$ cat src/rtl/arm_pipe_pkg.sv
// arm_pipe_pkg: shared widths, reset PC, NOP encoding and IF/ID record for the ARM-subset pipeline
package arm_pipe_pkg;
  localparam int ADDR_W_DEF = 32;
  localparam int INSTR_W_DEF = 32;
  localparam logic [31:0] RESET_PC_DEF = 32'h0000_0000;
  localparam logic [31:0] NOP_INSTR = 32'h0000_0000;
  typedef struct packed {
    logic [ADDR_W_DEF-1:0]  pc;
    logic [INSTR_W_DEF-1:0] instr;
    logic                   valid;
  } ifid_t;
endpackage

$ cat src/rtl/fetch_stage_ifid_reg.sv
// ifid_reg: IF/ID pipeline register; en gates everything, flush clears, hold freezes, else loads
module ifid_reg
  import arm_pipe_pkg::*;
#(
  parameter int ADDR_W  = ADDR_W_DEF,
  parameter int INSTR_W = INSTR_W_DEF
) (
  input  logic               clk,
  input  logic               rst,
  input  logic               en,
  input  logic               flush,
  input  logic               hold,
  input  logic [ADDR_W-1:0]  pc_in,
  input  logic [INSTR_W-1:0] instr_in,
  output logic [ADDR_W-1:0]  pc,
  output logic [INSTR_W-1:0] instr,
  output logic               valid
);
  logic [ADDR_W-1:0]  pc_q, pc_d;
  logic [INSTR_W-1:0] instr_q, instr_d;
  logic               valid_q, valid_d;
  logic               keep;

  assign keep = !en || (!flush && hold);

  always_comb begin
    pc_d    = keep ? pc_q    : flush ? '0 : pc_in;
    instr_d = keep ? instr_q : flush ? INSTR_W'(NOP_INSTR) : instr_in;
    valid_d = keep ? valid_q : !flush;
  end

  always_ff @(posedge clk) begin
    if (rst) begin
      pc_q    <= '0;
      instr_q <= INSTR_W'(NOP_INSTR);
      valid_q <= 1'b0;
    end else begin
      pc_q    <= pc_d;
      instr_q <= instr_d;
      valid_q <= valid_d;
    end
  end

  assign pc    = pc_q;
  assign instr = instr_q;
  assign valid = valid_q;
endmodule

$ cat src/rtl/fetch_stage.sv
// fetch_stage: owns the PC, addresses instruction memory and feeds the IF/ID register
module fetch_stage
  import arm_pipe_pkg::*;
#(
  parameter int              ADDR_W   = ADDR_W_DEF,
  parameter logic [ADDR_W-1:0] RESET_PC = ADDR_W'(RESET_PC_DEF),
  parameter int              INSTR_W  = INSTR_W_DEF
) (
  input  logic               clk,
  input  logic               rst,
  input  logic               stall,
  input  logic               freeze,
  input  logic               branch_taken,
  input  logic [ADDR_W-1:0]  branch_addr,
  input  logic               flush,
  output logic [ADDR_W-1:0]  imem_addr,
  input  logic [INSTR_W-1:0] imem_data,
  output logic [ADDR_W-1:0]  pc,
  output logic [ADDR_W-1:0]  ifid_pc,
  output logic [INSTR_W-1:0] ifid_instr,
  output logic               ifid_valid,
  output logic [31:0]        fetch_count
);
  logic [ADDR_W-1:0] pc_q, pc_d, pc_plus4;
  logic [31:0]       fetch_count_q, fetch_count_d;
  logic              load;

  assign pc_plus4 = pc_q + ADDR_W'(4);
  assign load     = !stall && !flush && !freeze;

  // a taken branch wins over freeze since the frozen ID instruction is squashed
  always_comb begin
    pc_d          = stall ? pc_q
                  : branch_taken ? (branch_addr & ~ADDR_W'(3))
                  : freeze ? pc_q : pc_plus4;
    fetch_count_d = load ? fetch_count_q + 32'd1 : fetch_count_q;
  end

  always_ff @(posedge clk) begin
    if (rst) begin
      pc_q          <= RESET_PC;
      fetch_count_q <= '0;
    end else begin
      pc_q          <= pc_d;
      fetch_count_q <= fetch_count_d;
    end
  end

  ifid_reg #(.ADDR_W(ADDR_W), .INSTR_W(INSTR_W)) u_ifid (
    .clk      (clk),
    .rst      (rst),
    .en       (!stall),
    .flush    (flush),
    .hold     (freeze),
    .pc_in    (pc_plus4),
    .instr_in (imem_data),
    .pc       (ifid_pc),
    .instr    (ifid_instr),
    .valid    (ifid_valid)
  );

  assign imem_addr   = pc_q;
  assign pc          = pc_q;
  assign fetch_count = fetch_count_q;
endmodule

$ cat config.mk
export PLATFORM = sky130hd
export DESIGN_NAME = fetch_stage
export DESIGN_NICKNAME = d
export VERILOG_FILES = /design/src/rtl/arm_pipe_pkg.sv /design/src/rtl/fetch_stage_ifid_reg.sv /design/src/rtl/fetch_stage.sv
export SDC_FILE = /design/constraint.sdc
export NUM_CORES = 1
export LEC_CHECK = 0
export CORE_UTILIZATION = 45
export DETAILED_ROUTE_END_ITERATION = 7
export MAX_ROUTING_LAYER = met4
export PLACE_DENSITY = 0.88
export SLEW_MARGIN = 10
export SYNTH_ARGS = -nofsm -noshare
export SYNTH_HDL_FRONTEND = slang
export SYNTH_HIERARCHICAL = 1
export SYNTH_SLANG_ARGS = --single-unit
$ cat constraint.sdc
create_clock -name clk -period 2.6 [get_ports clk]
set_input_delay 0.78 -clock clk [delete_from_list [all_inputs] [get_ports clk]]
set_output_delay 0.78 -clock clk [all_outputs]
set_load 0.005 [all_outputs]
==> run summary <==
• 0 — max_cap viols
• 2.95 ns — required time at the worst-slack endpoint
• 0 — setup bufs post-CTS
• u_ifid/instr[15]$_SDFFE_PP0N_ — Hold Crit Endpoint
• false — RSZ-0062 raised after global routing
• 0 — count of nets left with antenna violations after detail routing
• 0.43 ns — worst-skew pair later-pin latency
• 1 — antenna violations before repair
• 32.6 mm — wire length of the first global-routing pass
• 4 — H-tree depth
• 0 — FFs w/ async S/R, synth
• 6835 — total number of vias
• 17 — number of buffers created by CTS
• sky130_fd_sc_hd__clkbuf_16 — clock root buffer
• 0.395 — area fraction of the dominant cell type after synthesis
• flip-flop — nature of the critical path endpoint
• 0.23 ns — reg-to-reg slack, setup
• imem_addr[28]$_SDFFE_PP0N_ — Worst R2R End
• 0.671 — final core occ
• 0.00928 ns — Max Clock Skew
• 1080 — fin nets
• 3.25 nW — Static Leakage
• 6440 um2 — Synth Cell Area
• reg -> reg — class of the tightest hold or removal check
• 45 — largest net degree at the start of global routing
• 0.883 — weighted congestion reported at the end of routability-driven placement
• 0 — post-cts gate resize count
• 17.6 um — per-cell routed wire length
• in -> reg — crit path kind
• 0.06 ns — Clock transition at path regs
• 43 — site row count
• 0 — total setup violations reported at the end of the flow
• 1111 — fill cell instance count of the final layout
• 13900 um2 — Core Box Area
• 0 ns — sum of negative setup slack
• 610 — detailed router's first-iteration violation count
• 2 — maximum fanout along the worst path
• sky130_fd_sc_hd__clkdlybuf4s50_1 — cell with the largest stage delay on the worst path
• 5 — reg2reg path depth
• 122 um — x dimension of the die
• 5.69 — vias per inst
• 0.188 ns — post-route setup slack
• 813 — Synth Instances
• 0 — number of failing hold endpoints at the final stage
• 2 — WHS Path Cells
• imem_addr[8]$_SDFFE_PP0N_ — launch instance of the worst register-to-register path
• 0.529 — relative slew slack
• 61 — number of unique standard cell types used by synthesis
• 415 MHz — highest attainable clock frequency
• sky130_fd_sc_hd__dfxtp_1 (39%), sky130_fd_sc_hd__a21oi_1 (7.5%), sky130_fd_sc_hd__nand2_1 (6.2%), sky130_fd_sc_hd__o21ai_0 (5.7%), sky130_fd_sc_hd__xnor2_1 (5.7%) — cell types occupying the most area after synthesis
• sky130_fd_sc_hd__dfxtp_1 — cell type contributing the most total cell area after synthesis
• 2.41 ns — min Tclk post-route
• 0.51 ns — Slowest Stage Delay on Critical Path
• 6461 — via count of the first global-routing pass
• 0 — residual DRC count
• 127 — flops & latches, synth
• 14.6 mm — half-perimeter wire length of the detailed placement result
• u_ifid/instr[15]$_SDFFE_PP0N_ — startpoint of the most critical hold path
• 0.291 — total routing resource utilization after global routing
• 0.0862 — layout cell share with drive strength beyond 1
• 6 — first-pass iteration count of the detailed router
• 573 nW/um2 — power density over the cells
• built — CTS tree
• 0.416 mV — worst-case vdd ir drop
• 127 — TritonCTS sink count
• 122 um — Die Y
• 6 — Syn. warnings
• -0.211 ns — Setup Slack @ Placement
• 231 — I/O pins
• sky130_fd_sc_hd__dfxtp_1 — Most used DFF post-synth
• finished clean — outcome
• 0 — final count of pins violating max slew
• 2.76 ns — Data arrival, critical path
• 2 — Max Buffers Root-to-Sink
• clkdlybuf4s50_1 > nor3_4 > buf_4 > nand2_1 > or2_2 > or4_1 > a21oi_1 — cell-by-cell listing of the critical path
• 0 — hold-fix buffers at CTS
• 0.928 — share of the clock period used by the worst path after layout
• 0.395 — sequential share of the synthesized area
• 224 — Buffers on Ports
• 7.92 um2 — Post-Syn Area per Cell
• 14800 um2 — area of the die
• 0.462 — initial standard-cell utilization of the core
• 21.2 mm — overall routed net length
• 0.705 ns — slew at the pin closest to its max-slew limit
• 0 — count of flip-flops with a built-in enable after synthesis
• 0 — remaining global-route overflow
• 45.3% — post-synthesis to final-layout area growth
• input pin — kind of launch point of the worst setup path
-- cell families (layout without fill, tap and decap cells) --
kind of cell / count (synthesis) / after routing / share of synthesized area
AO/OA/AOI/OAI: 218 / 218 / 0.191
flip-flops: 127 / 127 / 0.395
adder cells (fa/ha/maj): 2 / 2 / 0.00388
XOR/XNOR: 56 / 56 / 0.0761
AND/OR/NAND/NOR: 296 / 296 / 0.225
other: 1 / 7 / 0.000582
multiplexers: 4 / 4 / 0.00641
buffers and inverters: 109 / 312 / 0.102
-- placed cells by master (no fill, tap or decap), types with 3 or more instances in the layout --
| cell type | count |
|---|---|
| sky130_fd_sc_hd__a211oi_1 | 5 |
| sky130_fd_sc_hd__a21oi_1 | 97 |
| sky130_fd_sc_hd__a22oi_1 | 7 |
| sky130_fd_sc_hd__a31oi_1 | 7 |
| sky130_fd_sc_hd__a32o_1 | 3 |
| sky130_fd_sc_hd__and2_1 | 4 |
| sky130_fd_sc_hd__and3_1 | 13 |
| sky130_fd_sc_hd__and4_1 | 9 |
| sky130_fd_sc_hd__buf_12 | 3 |
| sky130_fd_sc_hd__buf_4 | 41 |
| sky130_fd_sc_hd__bufinv_16 | 5 |
| sky130_fd_sc_hd__clkbuf_16 | 17 |
| sky130_fd_sc_hd__clkdlybuf4s50_1 | 222 |
| sky130_fd_sc_hd__clkinv_4 | 4 |
| sky130_fd_sc_hd__conb_1 | 6 |
| sky130_fd_sc_hd__dfxtp_1 | 127 |
| sky130_fd_sc_hd__inv_1 | 12 |
| sky130_fd_sc_hd__inv_6 | 5 |
| sky130_fd_sc_hd__mux2i_1 | 3 |
| sky130_fd_sc_hd__nand2_1 | 107 |
| sky130_fd_sc_hd__nand3_1 | 26 |
| sky130_fd_sc_hd__nand4_1 | 20 |
| sky130_fd_sc_hd__nor2_1 | 58 |
| sky130_fd_sc_hd__nor3_1 | 21 |
| sky130_fd_sc_hd__nor4_1 | 14 |
| sky130_fd_sc_hd__o211ai_1 | 4 |
| sky130_fd_sc_hd__o21ai_0 | 74 |
| sky130_fd_sc_hd__o31ai_1 | 5 |
| sky130_fd_sc_hd__or3_1 | 7 |
| sky130_fd_sc_hd__xnor2_1 | 42 |
| sky130_fd_sc_hd__xor2_1 | 14 |
-- metrics by stage --
step / hold WS, ns / std cells / power, mW / cell area (um2)
floorplan: 0.466 / 818 / 2.38 / 6460
global placement: 0.456 / 1169 / 2.68 / 8690
detailed placement: 0.464 / 1169 / 2.69 / 8690
CTS: 0.473 / 1201 / 5.38 / 9350
global route: 0.485 / 1202 / 5.52 / 9360
finish: 0.472 / 1202 / 5.36 / 9360
-- flip-flops by register name, summed over array words and instances (netlist names) --
signal,cells
imem_addr,30
u_ifid/pc,32
u_ifid/instr,32
fetch_count,32
u_ifid/valid,1
-- cell type report --
type	count	area (um2)	share of cell area
Multi-Input combinational cell	582	3270	0.350
Timing Repair Buffer	267	2590	0.277
Sequential cell	127	2540	0.272
Clock buffer	18	439	0.0469
Clock inverter	14	229	0.0245
Tap cell	180	225	0.0241
Inverter	13	48.8	0.00522
Antenna cell	1	2.50	0.000267
-- power breakdown --
part,internal [mW],total (mW),switching [mW]
Sequential,2.00,2.06,0.0683
Clock,1.75,2.70,0.952
Combinational,0.327,0.596,0.269
Total,4.07,5.36,1.29
-- worst max-delay path by stage --
stage / from / end / slack (ns) / cells past startpoint
2_1_floorplan: stall / fetch_count[30]$_SDFFE_PP0P_ / 0.16 / 6
3_3_place_gp: freeze / fetch_count[31]$_SDFFE_PP0P_ / -0.16 / 7
3_5_place_dp: freeze / fetch_count[30]$_SDFFE_PP0P_ / -0.21 / 6
4_1_cts: imem_addr[25]$_SDFFE_PP0N_ / imem_addr[25] / 0.22 / 1
5_1_grt: imem_addr[8]$_SDFFE_PP0N_ / u_ifid/pc[22]$_SDFFE_PP0N_ / 0.09 / 7
6_report: freeze / fetch_count[31]$_SDFFE_PP0P_ / 0.19 / 7
-- worst max-delay path: cells and delay by family --
kind                   cells  cell delay, ns
buffers and inverters      2            0.69
AOI/OAI and AO/OA          1            0.15
and+or+nand+nor            4            1.15
-- synth_stat cells, drive strengths merged (2+ instances only) --
cell type	n
dfxtp	127
nand2	107
a21oi	97
o21ai	74
nor2	58
clkbuf	49
buf	47
xnor2	42
nand3	26
nor3	22
nand4	20
nor4	15
xor2	14
and3	13
inv	12
and4	10
or3	8
a22oi	7
a31oi	7
a211oi	5
o31ai	5
and2	4
o211ai	4
a32o	3
mux2i	3
nor2b	3
or4	3
a211o	2
a221oi	2
ha	2
nand2b	2
nor3b	2
or2	2
-- routing by layer --
metal	wire, um	track usage
met1	7980	0.319
met4	685	0.132
met3	2080	0.0810
met2	10400	0.490
met5	0	-
(Power assumes the default switching activity.)
